### src/rtl/usb_data_buffer_pkg.sv
// -----------------------------------------------------------------------------
// usb_buffer_pkg
// Shared sizing constants for the USB endpoint data buffer. The register
// block and the TX engine import the same package, so buffer geometry is
// defined in exactly one place.
// -----------------------------------------------------------------------------
package usb_buffer_pkg;

  localparam int BUFFER_DEPTH  = 64;
  localparam int BUFFER_OCC_W  = 7;
  localparam int BUFFER_DATA_W = 8;
  localparam int BUFFER_PTR_W  = $clog2(BUFFER_DEPTH);

endpackage : usb_buffer_pkg

### src/rtl/usb_data_buffer_ptr_counter.sv
// -----------------------------------------------------------------------------
// buffer_ptr_counter
// Wrapping PTR_W-bit pointer for the endpoint buffer. Counts modulo 2**PTR_W,
// so DEPTH-1 rolls over to 0 without any explicit compare.
// Ports:
//   clk      in   system clock, rising edge
//   n_rst    in   asynchronous active-low reset (count -> 0)
//   clear_i  in   synchronous clear (count -> 0), dominates enable
//   en_i     in   advance by one
//   count_o  out  current pointer value
// -----------------------------------------------------------------------------
module buffer_ptr_counter #(
  parameter int PTR_W = 6
) (
  input  logic             clk,
  input  logic             n_rst,
  input  logic             clear_i,
  input  logic             en_i,
  output logic [PTR_W-1:0] count_o
);

  logic [PTR_W-1:0] count_q;

  always_ff @(posedge clk or negedge n_rst) begin
    if (!n_rst) begin
      count_q <= '0;
    end else if (clear_i) begin
      count_q <= '0;
    end else if (en_i) begin
      count_q <= count_q + PTR_W'(1);
    end
  end

  assign count_o = count_q;

endmodule : buffer_ptr_counter

### src/rtl/usb_data_buffer.sv
// -----------------------------------------------------------------------------
// usb_data_buffer
// 64-byte first-word-fall-through endpoint FIFO shared by the AHB-lite slave
// (pushes TX payload, pops RX payload) and the USB packet engines (push RX
// bytes, pop TX bytes).
// Ports:
//   clk, n_rst            clock / asynchronous active-low reset
//   clear, flush          synchronous flushes (AHB side / USB side)
//   store_tx_data,tx_data AHB push strobe and byte
//   get_rx_data, rx_data  AHB pop strobe and head byte
//   store_rx_packet_data, USB RX push strobe and byte
//   rx_packet_data
//   get_tx_packet_data,   USB TX pop strobe and head byte
//   tx_packet_data
//   buffer_occupancy      bytes held, 0..DEPTH
//   overrun / underrun    registered 1-cycle pulses: push dropped / pop ignored
// -----------------------------------------------------------------------------
module usb_data_buffer
  import usb_buffer_pkg::*;
#(
  parameter int DEPTH  = BUFFER_DEPTH,
  parameter int DATA_W = BUFFER_DATA_W,
  parameter int OCC_W  = BUFFER_OCC_W
) (
  input  logic              clk,
  input  logic              n_rst,
  input  logic              clear,
  input  logic              flush,
  input  logic              store_tx_data,
  input  logic [DATA_W-1:0] tx_data,
  input  logic              get_rx_data,
  output logic [DATA_W-1:0] rx_data,
  input  logic              store_rx_packet_data,
  input  logic [DATA_W-1:0] rx_packet_data,
  input  logic              get_tx_packet_data,
  output logic [DATA_W-1:0] tx_packet_data,
  output logic [OCC_W-1:0]  buffer_occupancy,
  output logic              overrun,
  output logic              underrun
);

  localparam int               PTR_W    = $clog2(DEPTH);
  localparam logic [OCC_W-1:0] OCC_FULL = OCC_W'(DEPTH);

  logic [DATA_W-1:0] mem [DEPTH];
  logic [PTR_W-1:0]  wptr, rptr;
  logic [OCC_W-1:0]  occ_q, occ_d;
  logic              overrun_q, overrun_d;
  logic              underrun_q, underrun_d;

  logic              flush_any;
  logic              push_req, pop_req;
  logic              empty, full;
  logic              do_push, do_pop;
  logic [DATA_W-1:0] wdata;
  logic [DATA_W-1:0] head;

  assign flush_any = clear | flush;
  assign push_req  = store_rx_packet_data | store_tx_data;
  assign pop_req   = get_rx_data | get_tx_packet_data;
  assign empty     = (occ_q == '0);
  assign full      = (occ_q == OCC_FULL);

  // USB RX wins the single write port; the AHB byte is the one dropped.
  assign wdata = store_rx_packet_data ? rx_packet_data : tx_data;

  // A pop only completes when there is something to pop. A push at full is
  // accepted only if a real pop frees the slot in the same cycle.
  assign do_pop  = pop_req & ~empty & ~flush_any;
  assign do_push = push_req & (~full | pop_req) & ~flush_any;

  always_comb begin
    occ_d      = occ_q;
    overrun_d  = 1'b0;
    underrun_d = 1'b0;
    if (flush_any) begin
      occ_d = '0;
    end else begin
      occ_d      = occ_q + OCC_W'(do_push) - OCC_W'(do_pop);
      overrun_d  = (store_rx_packet_data & store_tx_data) | (push_req & ~do_push);
      underrun_d = pop_req & empty;
    end
  end

  always_ff @(posedge clk or negedge n_rst) begin
    if (!n_rst) begin
      occ_q      <= '0;
      overrun_q  <= 1'b0;
      underrun_q <= 1'b0;
    end else begin
      occ_q      <= occ_d;
      overrun_q  <= overrun_d;
      underrun_q <= underrun_d;
    end
  end

  // Storage is deliberately not reset; the empty-gated head hides stale data.
  always_ff @(posedge clk) begin
    if (do_push) begin
      mem[wptr] <= wdata;
    end
  end

  buffer_ptr_counter #(.PTR_W(PTR_W)) u_wptr (
    .clk     (clk),
    .n_rst   (n_rst),
    .clear_i (flush_any),
    .en_i    (do_push),
    .count_o (wptr)
  );

  buffer_ptr_counter #(.PTR_W(PTR_W)) u_rptr (
    .clk     (clk),
    .n_rst   (n_rst),
    .clear_i (flush_any),
    .en_i    (do_pop),
    .count_o (rptr)
  );

  assign head             = empty ? '0 : mem[rptr];
  assign rx_data          = head;
  assign tx_packet_data   = head;
  assign buffer_occupancy = occ_q;
  assign overrun          = overrun_q;
  assign underrun         = underrun_q;

endmodule : usb_data_buffer
### config.mk
export PLATFORM = sky130hd
export DESIGN_NAME = usb_data_buffer
export DESIGN_NICKNAME = d
export VERILOG_FILES = /design/src/rtl/usb_data_buffer_pkg.sv /design/src/rtl/usb_data_buffer_ptr_counter.sv /design/src/rtl/usb_data_buffer.sv
export SDC_FILE = /design/constraint.sdc
export NUM_CORES = 1
export LEC_CHECK = 0
export BUFFER_PORTS_ARGS = -buffer_cell sky130_fd_sc_hd__buf_2
export CAP_MARGIN = 20
export CORE_ASPECT_RATIO = 1.2
export CORE_UTILIZATION = 35
export CTS_CLUSTER_DIAMETER = 200
export CTS_CLUSTER_SIZE = 40
export DETAILED_ROUTE_END_ITERATION = 8
export SYNTH_ARGS = -nofsm -noshare
export SYNTH_HDL_FRONTEND = slang
export SYNTH_HIERARCHICAL = 1
export SYNTH_SLANG_ARGS = --single-unit
### constraint.sdc
create_clock -name clk -period 6 [get_ports clk]
set_input_delay 0.3 -clock clk [delete_from_list [all_inputs] [get_ports clk]]
set_output_delay 0.3 -clock clk [all_outputs]
set_load 0.005 [all_outputs]
# Yosys cells after proc, flatten, opt, wreduce, memory -nomap -nowiden
# Memories as Yosys holds them, arrays and structs flattened.
# Index checks and enable logic that the tools add are counted.
# totals
memories,1
mem_bits_rw,512
regBits,21
out_inout_bits,25
in_bits,24
elab_cells,41
# mem_list
memory,words,word_bits,read_ports,rd_clocked_by_memory_dff,wr,line_no,rtl
mem,64,8,1,0,1,usb_data_buffer.sv:45,logic [DATA_W-1:0] mem [DEPTH];
# op_classes
n_reduce_logical,3
n_eq_ne,1
n_addsub,4
muxes,11
n_bitwise,16
# op_table
operator,n
2-to-1 mux 6 bit,4
2-to-1 mux 8 bit,2
adder 6 x 1 -> 6 bit (second input constant),2
adder 7 x 1 -> 7 bit,1
bitwise AND 1 bit,7
== test 7 bit (second input constant),1
zero test 7 bit,1
2-to-1 mux 7 bit,1
subtractor 7 x 1 -> 7 bit,1
OR 1 bit,5
2-to-1 mux 1 bit,4
inverter 1 bit,4
nonzero test 2 bit,2

# Logic depth before layout (Yosys ltp)
# Gate-level depths: netlist of the first run.
# depth
ltp_word,9
mapped_depth,16
mapped_depth_nobuf,16

# Modules after synthesis
# Netlist of the first run, hierarchy kept.
# modules_own_cells
module,cells_each,area_per_inst_um2,instances
usb_data_buffer,1018,20767.4,1
buffer_ptr_counter,24,269.0,2

# Worst setup path after synthesis of the first run
# Ideal clock, no wire load.
# synth_path
path_type,input to register
start,input flush
end,register occ_q[6] (netlist: buffer_occupancy[6])
required_time_ns,5.866
arrival_time_ns,3.199
setup_slack_ns,2.667
n_path_buf,0
cell_stages,14
cell_sequence,nor2_1 > clkinv_1 > nor3b_1 > ha_1 > inv_1 > ha_1 > inv_1 > fa_1 > nand2b_1 > a21oi_1 > o21ai_0 > a21oi_1 > or3_1 > a21oi_1
# synth_between
elab_cells_between_ends,7
# synth_rtl
item,line_no,rtl
"start, declared",usb_data_buffer.sv:28,"input logic flush,"
OR 1 bit,usb_data_buffer.sv:58,assign flush_any = clear | flush;
named net flush_any,usb_data_buffer.sv:51,logic flush_any;
inverter 1 bit,usb_data_buffer.sv:69,assign do_pop = pop_req & ~empty & ~flush_any;
bitwise AND 1 bit,usb_data_buffer.sv:69,
named net do_pop,usb_data_buffer.sv:54,"logic do_push, do_pop;"
subtractor 7 x 1 -> 7 bit,usb_data_buffer.sv:79,occ_d = occ_q + OCC_W'(do_push) - OCC_W'(do_pop);
2-to-1 mux 7 bit,usb_data_buffer.sv:76,if (flush_any) begin
named net occ_d[6],usb_data_buffer.sv:47,"logic [OCC_W-1:0] occ_q, occ_d;"
"end signal, assigned",usb_data_buffer.sv:87,occ_q <= '0;
"end signal, assigned",usb_data_buffer.sv:91,occ_q <= occ_d;
"end, declared",usb_data_buffer.sv:47,
# The timed path passes the listed nets, and every way through them passes these cells.
# A chain may end at the register's enable or synchronous reset.

# Final worst setup path of the first run
# layout_path
start,register u_rptr.count_q[0] (netlist: u_rptr/count_o[0])
end,output tx_packet_data[0]
# layout_between
elab_chain_len,2
# layout_lines
item,line_no,rtl
"start, declared",usb_data_buffer_ptr_counter.sv:22,logic [PTR_W-1:0] count_q;
"start signal, assigned",usb_data_buffer_ptr_counter.sv:30,count_q <= count_q + PTR_W'(1);
memory (64 x 8 bit),--,
2-to-1 mux 8 bit,usb_data_buffer.sv:120,assign head = empty ? '0 : mem[rptr];
"end, declared",usb_data_buffer.sv:36,"output logic [DATA_W-1:0] tx_packet_data,"
# No other way between the ends.

==> impl_metrics.csv, run 1 <==
group,metric,value,unit
run_status,outcome,"complete, no violations",
critical_path,required,5700,ps
critical_path,crit_family,"compound AO/OA/AOI/OAI gates",
placement,portBuffers,48,
die,rows,98,
die,die_area,0.06187,mm^2
clock_network,clk_latency,560,ps
die,io_pins,49,
layout,fill_cells,5475,
clock_network,cts_tree,"built",
yosys,yosysWarningCount,6,
sta,tightest_slew,1039,ps
yosys,syn_area,0.02131,mm^2
power,power.leakage,6.696,nW
critical_path,startpoint_type,"flop",
min_path,hp-class,"in -> reg",
routing,via_per_inst,5.334,
sta,fmax,246.3,MHz
global_routing,grt_use_total,15.55,%
sta,setup_tns,0,ps
layout,final_area,0.02282,mm^2
yosys,synth_xor_area_share,0.4522,%
critical_path,endpoint_kind,"primary output",
routing,drt_first_pass_iters,5,
layout,final_layout_size_suffix_gt1_share,20.37,%
layout,mostFrequentLayoutCells,"edfxtp_1, mux4_2, nor2_1",
die,die_w,227.2,um
routing,drt-total-wl,47.47,mm
critical_path,cp_num_buf_inv,2,
critical_path,cp_common_cell,"o21ai_0",
routing,antenna_left,0,
routing,drc_errors,0,
die,die-height,272.3,um
placement,postPlaceCellArea,0.02233,mm^2
critical_path,worstPathMaxFanout,42,
clock_network,clk_pin_slew,140,ps
clock_network,cts_root_buf,"clkbuf_16",
critical_path,crit_path_top_delay_cell,"dfrtp_4",
routing,routedWlPerCell,25.05,um
yosys,synth-main-ff-cell,"edfxtp_1",
placement,gp_congestion,0.8382,
sta,max_slew_margin,30.46,%
yosys,synth_compound_area_share,2.578,%
sta,setup_viol,0,
yosys,synth.top_cell.area_share,72.16,%
yosys,synth_top_family_by_area,"multiplexers",
yosys,synth-simple-area-share,3.800,%
power,worst_ir_drop_vdd,0.1709,mV
yosys,yosys.area_share.adder,0.7400,%
routing,vias,10110,
layout,nets,1128,
placement,dp_hpwl,29.02,mm
yosys,syn_inst,1066,
clock_network,clock_path_buffers,3,
global_routing,grt_pass1_vias,10260,
sta,fin_crit_sh,67.67,%
yosys,synth_cell_types,52,
layout,final_common_cell,"edfxtp_1",
run,drv_cap,0,
yosys,yosys-top-cells-area,"edfxtp_1, mux4_2, dfrtp_1",
global_routing,antenna_found_initial,1,
sta,hold_viol,0,
die,start_util,35.61,%
yosys,synth_seq_cells,533,
global_routing,grt_max_degree,65,
sta,rsz0062_at_grt,"no",
layout,area_growth,7.088,%
die,coreArea,0.05984,mm^2
yosys,ys_seq_area_share,74.63,%
critical_path,path_cells,"buf_12 -> nor2b_1 -> a221oi_1 -> o21ai_0 -> nand3_1 -> nor2_1 -> o21ai_0 -> buf_2",
layout,diodes,0,
yosys,synth_fp_nets,1102,
yosys,yosysTopAreaCell,"edfxtp_1",
sta,slew_viol_final,0,
critical_path,critPathKind,"reg -> out",
power,power_density,276.9,mW/mm^2
sta,clock_skew,41.99,ps
yosys,async_reset_ff_share,3.940,%
critical_path,slowest_delay,940,ps
clock_network,htree_num_levels,1,
clock_network,numCtsBuffers,17,
global_routing,overflow,0,
global_routing,grt_pass1_wl,70.05,mm
yosys,muxShareOfSynthArea,15.63,%
sta,finalCriticalPeriod,4060,ps
critical_path,worstPathArrival,3760,ps
yosys,avgSynthCellArea,19.99,um^2
yosys,synth-edff-count,512,
routing,drtIter0Drc,857,
clock_network,clock-sinks,533,
per-layer routing:
layer / global-route usage, % / vias to the layer above / part of all wire (%)
met5: 0 / - / 0
met4: 3.585 / 0 / 2.0
met3: 2.255 / 52 / 5.6
met2: 26.57 / 315 / 51
met1: 20.88 / 5390 / 41
li1: - / 4350 / -
final timing paths:
kind / from / to / slack, ps / depth (start not counted)
max in group asynchronous: n_rst / u_rptr/count_o[1] / 5370 / 2
worst max register to register: buffer_occupancy[4] / buffer_occupancy[6] / 2140 / 16
worst min register to register: u_rptr/count_o[5] / u_rptr/count_o[5] / 650 / 2
min in group asynchronous: n_rst / buffer_occupancy[4] / 220 / 2
worst max-delay path: u_rptr/count_o[0] / tx_packet_data[0] / 1940 / 8
worst min-delay path: clear / buffer_occupancy[2] / 40 / 4
cell type report:
cell class	count	area (um^2)	area share, %
inverter	14	52.55	0.2303
tap	800	1001	4.387
multi-input combinational	459	4942	21.66
sequential	533	15910	69.74
clock inverter	1	30.03	0.1316
timing repair buffer	67	437.9	1.919
clock buffer	21	440.4	1.930
through the flow:
stage          utilization, %  cells  total power (W)  setup WS (ps)  hold slack (ps)
6_report                38.13   1895         0.006319           1940            37.47
5_1_grt                 38.13   1895         0.006529           1589            38.13
4_1_cts                 38.13   1895         0.006371           1855            10.74
3_5_place_dp            37.31   1871         0.004817           2052            299.7
3_3_place_gp            37.30   1870         0.004805           2164            284.9
2_1_floorplan               -   1066         0.004607           2667            4.409
cell usage after synthesis, drive strengths merged, types with 2 or more instances:
cell type and n:
nor3 5, nand3b 4, nand4 4, mux4 122
a211oi 8, a221oi 6, nor4 2, dfrtp 21
a2111oi 3, mux2 15, nor2 87, nor3b 2
mux2i 39, xor2 7, nand2b 9, or3b 2
nor2b 7, inv 13, a22o 4, or3 5
nand3 11, o21ai 18, o2111ai 2, clkbuf 11
a21oi 18, ha 11, edfxtp 512, xnor2 4
o22ai 18, nand2 33, buf 49, and2 3
repair_timing:
item                      4_1_cts  5_1_grt
hold endpoints to repair       22        0
hold buffers                    2        0
gates resized for setup         0        0
setup buffers                   0        0
cells by family after synthesis:
kind of cell,after synthesis
compound gates,84
xor+xnor,11
fa+ha+maj,12
buf+inv,74
flops,533
mux,176
simple gates,176
power breakdown:
group / total, W / internal, W / switching, W
combinational: 0.000586 / 0.000228 / 0.000359
clock: 0.00159 / 0.000541 / 0.00105
sequential: 0.00414 / 0.00412 / 0.0000245
total: 0.00632 / 0.00489 / 0.00143
sequential cells by signal (all words and copies together), names as in the netlist:
name and count:
underrun 1, u_wptr/count_o 6, u_rptr/count_o 6, buffer_occupancy 7, mem 512, overrun 1
worst reg2reg max path, delay by kind of cell (launching register included):
family          cells  cell delay [ps]
simple gates        5             1410
buf+inv             3              200
compound gates      4              570
flops               1              400
fa+ha+maj           4             1130
No activity file was read; power rests on OpenSTA's default activity.
==> run 2, diff against run 1 <==
- clock period: 6 -> 3.4 ns (I/O delays scaled with it)
==> run 2 against run 1 <==
Net effect: wire length rose by 4.3%; sequential share of layout area fell by 2.4 points; utilization rose by 1.4 points; worst setup slack got worse by 1900 ps; clock skew fell by 1.6 ps; cell area rose by 3.6%; critical path depth fell by 1; first-iteration DRC count rose by 28%; die area did not move; count of clock-buffer cells in the layout rose by 1.
==> impl_metrics.csv, run 2 (synthesis gave the netlist of run 1 again) <==
group,metric,value,unit
critical_path,slowest_delay,660,ps
placement,dpl_worst_slack,133.5,ps
global_routing,grt_pass1_vias,10680,
layout,final_util,39.49,%
layout,largest_reg_flops,512,
die,die-height,272.3,um
global_routing,grt_max_degree,65,
sta,fin_ws,64.03,ps
critical_path,worstPathMaxFanout,21,
clock_network,numCtsBuffers,17,
sta,setup_viol,0,
die,coreArea,0.05984,mm^2
sta,max_slew_margin,43.76,%
critical_path,path_cells,"buf_12 -> mux4_2 -> mux2i_1 -> a2111oi_0 -> o21ai_1 -> o21ai_1 -> buf_2",
layout,area_growth,10.90,%
die,die_w,227.2,um
routing,via_per_inst,5.232,
power,power_density,475.3,mW/mm^2
critical_path,cp_common_cell,"o21ai_1",
run,drv_cap,0,
critical_path,cp_num_buf_inv,2,
power,total_power,0.01123,W
sta,rsz0062_at_grt,"yes",
sta,hold_viol,0,
placement,gp_congestion,0.8069,
critical_path,startpoint_type,"flop",
routing,vias,10360,
clock_network,cts_root_buf,"clkbuf_16",
clock_network,cts_tree,"built",
layout,mostFrequentLayoutCells,"edfxtp_1, mux4_2, buf_4",
routing,drt_first_pass_iters,5,
critical_path,reg2reg_to,"buffer_occupancy[6]",
layout,final_layout_size_suffix_gt1_share,27.25,%
sta,fin_crit_sh,98.12,%
global_routing,overflow,0,
critical_path,crit_family,"multiplexers",
critical_path,crit_path_top_delay_cell,"dfrtp_4",
clock_network,clock-sinks,533,
min_path,hp-class,"in -> async",
placement,portBuffers,48,
sta,fmax,299.8,MHz
critical_path,reg2regPathDepth,16,
routing,antenna_left,0,
clock_network,clk_latency,570,ps
clock_network,clock_path_buffers,3,
global_routing,grt_pass1_wl,72.62,mm
die,start_util,35.61,%
sta,slew_viol_final,0,
critical_path,required,3230,ps
clock_network,clk_pin_slew,140,ps
routing,drtIter0Drc,1097,
global_routing,grt_use_total,16.13,%
critical_path,worstPathArrival,3170,ps
clock_network,htree_num_levels,1,
die,die_area,0.06187,mm^2
routing,routedWlPerCell,25.02,um
sta,tightest_slew,840.5,ps
layout,final_common_cell,"edfxtp_1",
critical_path,critPathKind,"reg -> out",
placement,dp_hpwl,31.46,mm
sta,fin_hold_ws,107.1,ps
critical_path,r2r_start,"buffer_occupancy[2]",
layout,largest_register,"mem",
critical_path,r2r_slack,280,ps
die,rows,98,
power,worst_ir_drop_vdd,0.3243,mV
layout,nets,1210,
global_routing,antenna_found_initial,2,
routing,drc_errors,0,
run_status,outcome,"complete, no violations",
power,power.leakage,7.185,nW
critical_path,endpoint_kind,"primary output",
routing,drt-total-wl,49.52,mm
sta,finalCriticalPeriod,3336,ps
sta,clock_skew,40.35,ps
die,io_pins,49,
run 2: changes by cell type in the layout (fill, tap and decap cells not counted), sizes merged:
cell          before  now
diode              0    1
clkbuf            21   22
dlymetal6s4s       0    1
buf               65  142
dlygate4sd3        2    6
run 2: metrics by stage:
step	cells	TNS, ps	instance area, um^2
final	1979	0	23630
after global routing	1978	-24.76	23630
after CTS	1972	0	23480
after detailed placement	1940	0	22880
after global placement	1940	0	22880
after floorplan	1066	0	21310
run 2: cell type report:
type	count	area, um^2
Fill cell	5439	36210
Sequential cell	533	15910
Multi-Input combinational cell	459	5006
Timing Repair Buffer	149	1179
Tap cell	800	1001
Clock buffer	22	444.2
Inverter	14	52.55
Clock inverter	1	30.03
Antenna cell	1	2.502
run 2: what timing repair did:
action,CTS,global route
setup endpoints to repair,16,157
gates resized for setup,2,23
pin swaps,0,1
hold buffers,7,0
setup buffers,2,6
hold endpoints to repair,25,0
run 2: worst max-delay path by stage:
stage                                   start                   to  cells after the start
after floorplan           buffer_occupancy[4]  buffer_occupancy[6]                     16
after global placement    buffer_occupancy[5]  buffer_occupancy[6]                     16
after detailed placement  buffer_occupancy[4]  buffer_occupancy[6]                     16
after CTS                   u_rptr/count_o[0]    tx_packet_data[4]                      7
after global routing      buffer_occupancy[3]  buffer_occupancy[6]                     16
final                       u_rptr/count_o[0]    tx_packet_data[6]                      7
run 2: worst register-to-register path, stage by stage (launching register included):
cell and delay [ps]:
dfrtp_1 410, inv_1 80, ha_1 150, nor4bb_4 300
nand2b_1 100, nor3b_1 160, ha_1 280, inv_1 60
ha_1 150, inv_1 60, fa_1 400, nand2b_1 180
a21oi_1 180, o21ai_0 120, a21oi_1 180, or3_1 130
a21oi_1 60
run 2: routing by layer:
layer	global-route usage (%)	vias up	wire length, um
met5	0	-	12
met4	3.426	2	809
met3	1.963	39	2243
met2	27.72	269	25460
met1	21.91	5536	21000
li1	-	4509	-
run 2: power by group:
group,internal [W],switching [W],leakage [nW]
sequential,0.00727,0.0000309,4.89
clock,0.000958,0.00186,0.227
combinational,0.000465,0.000647,2.07
total,0.00869,0.00254,7.18
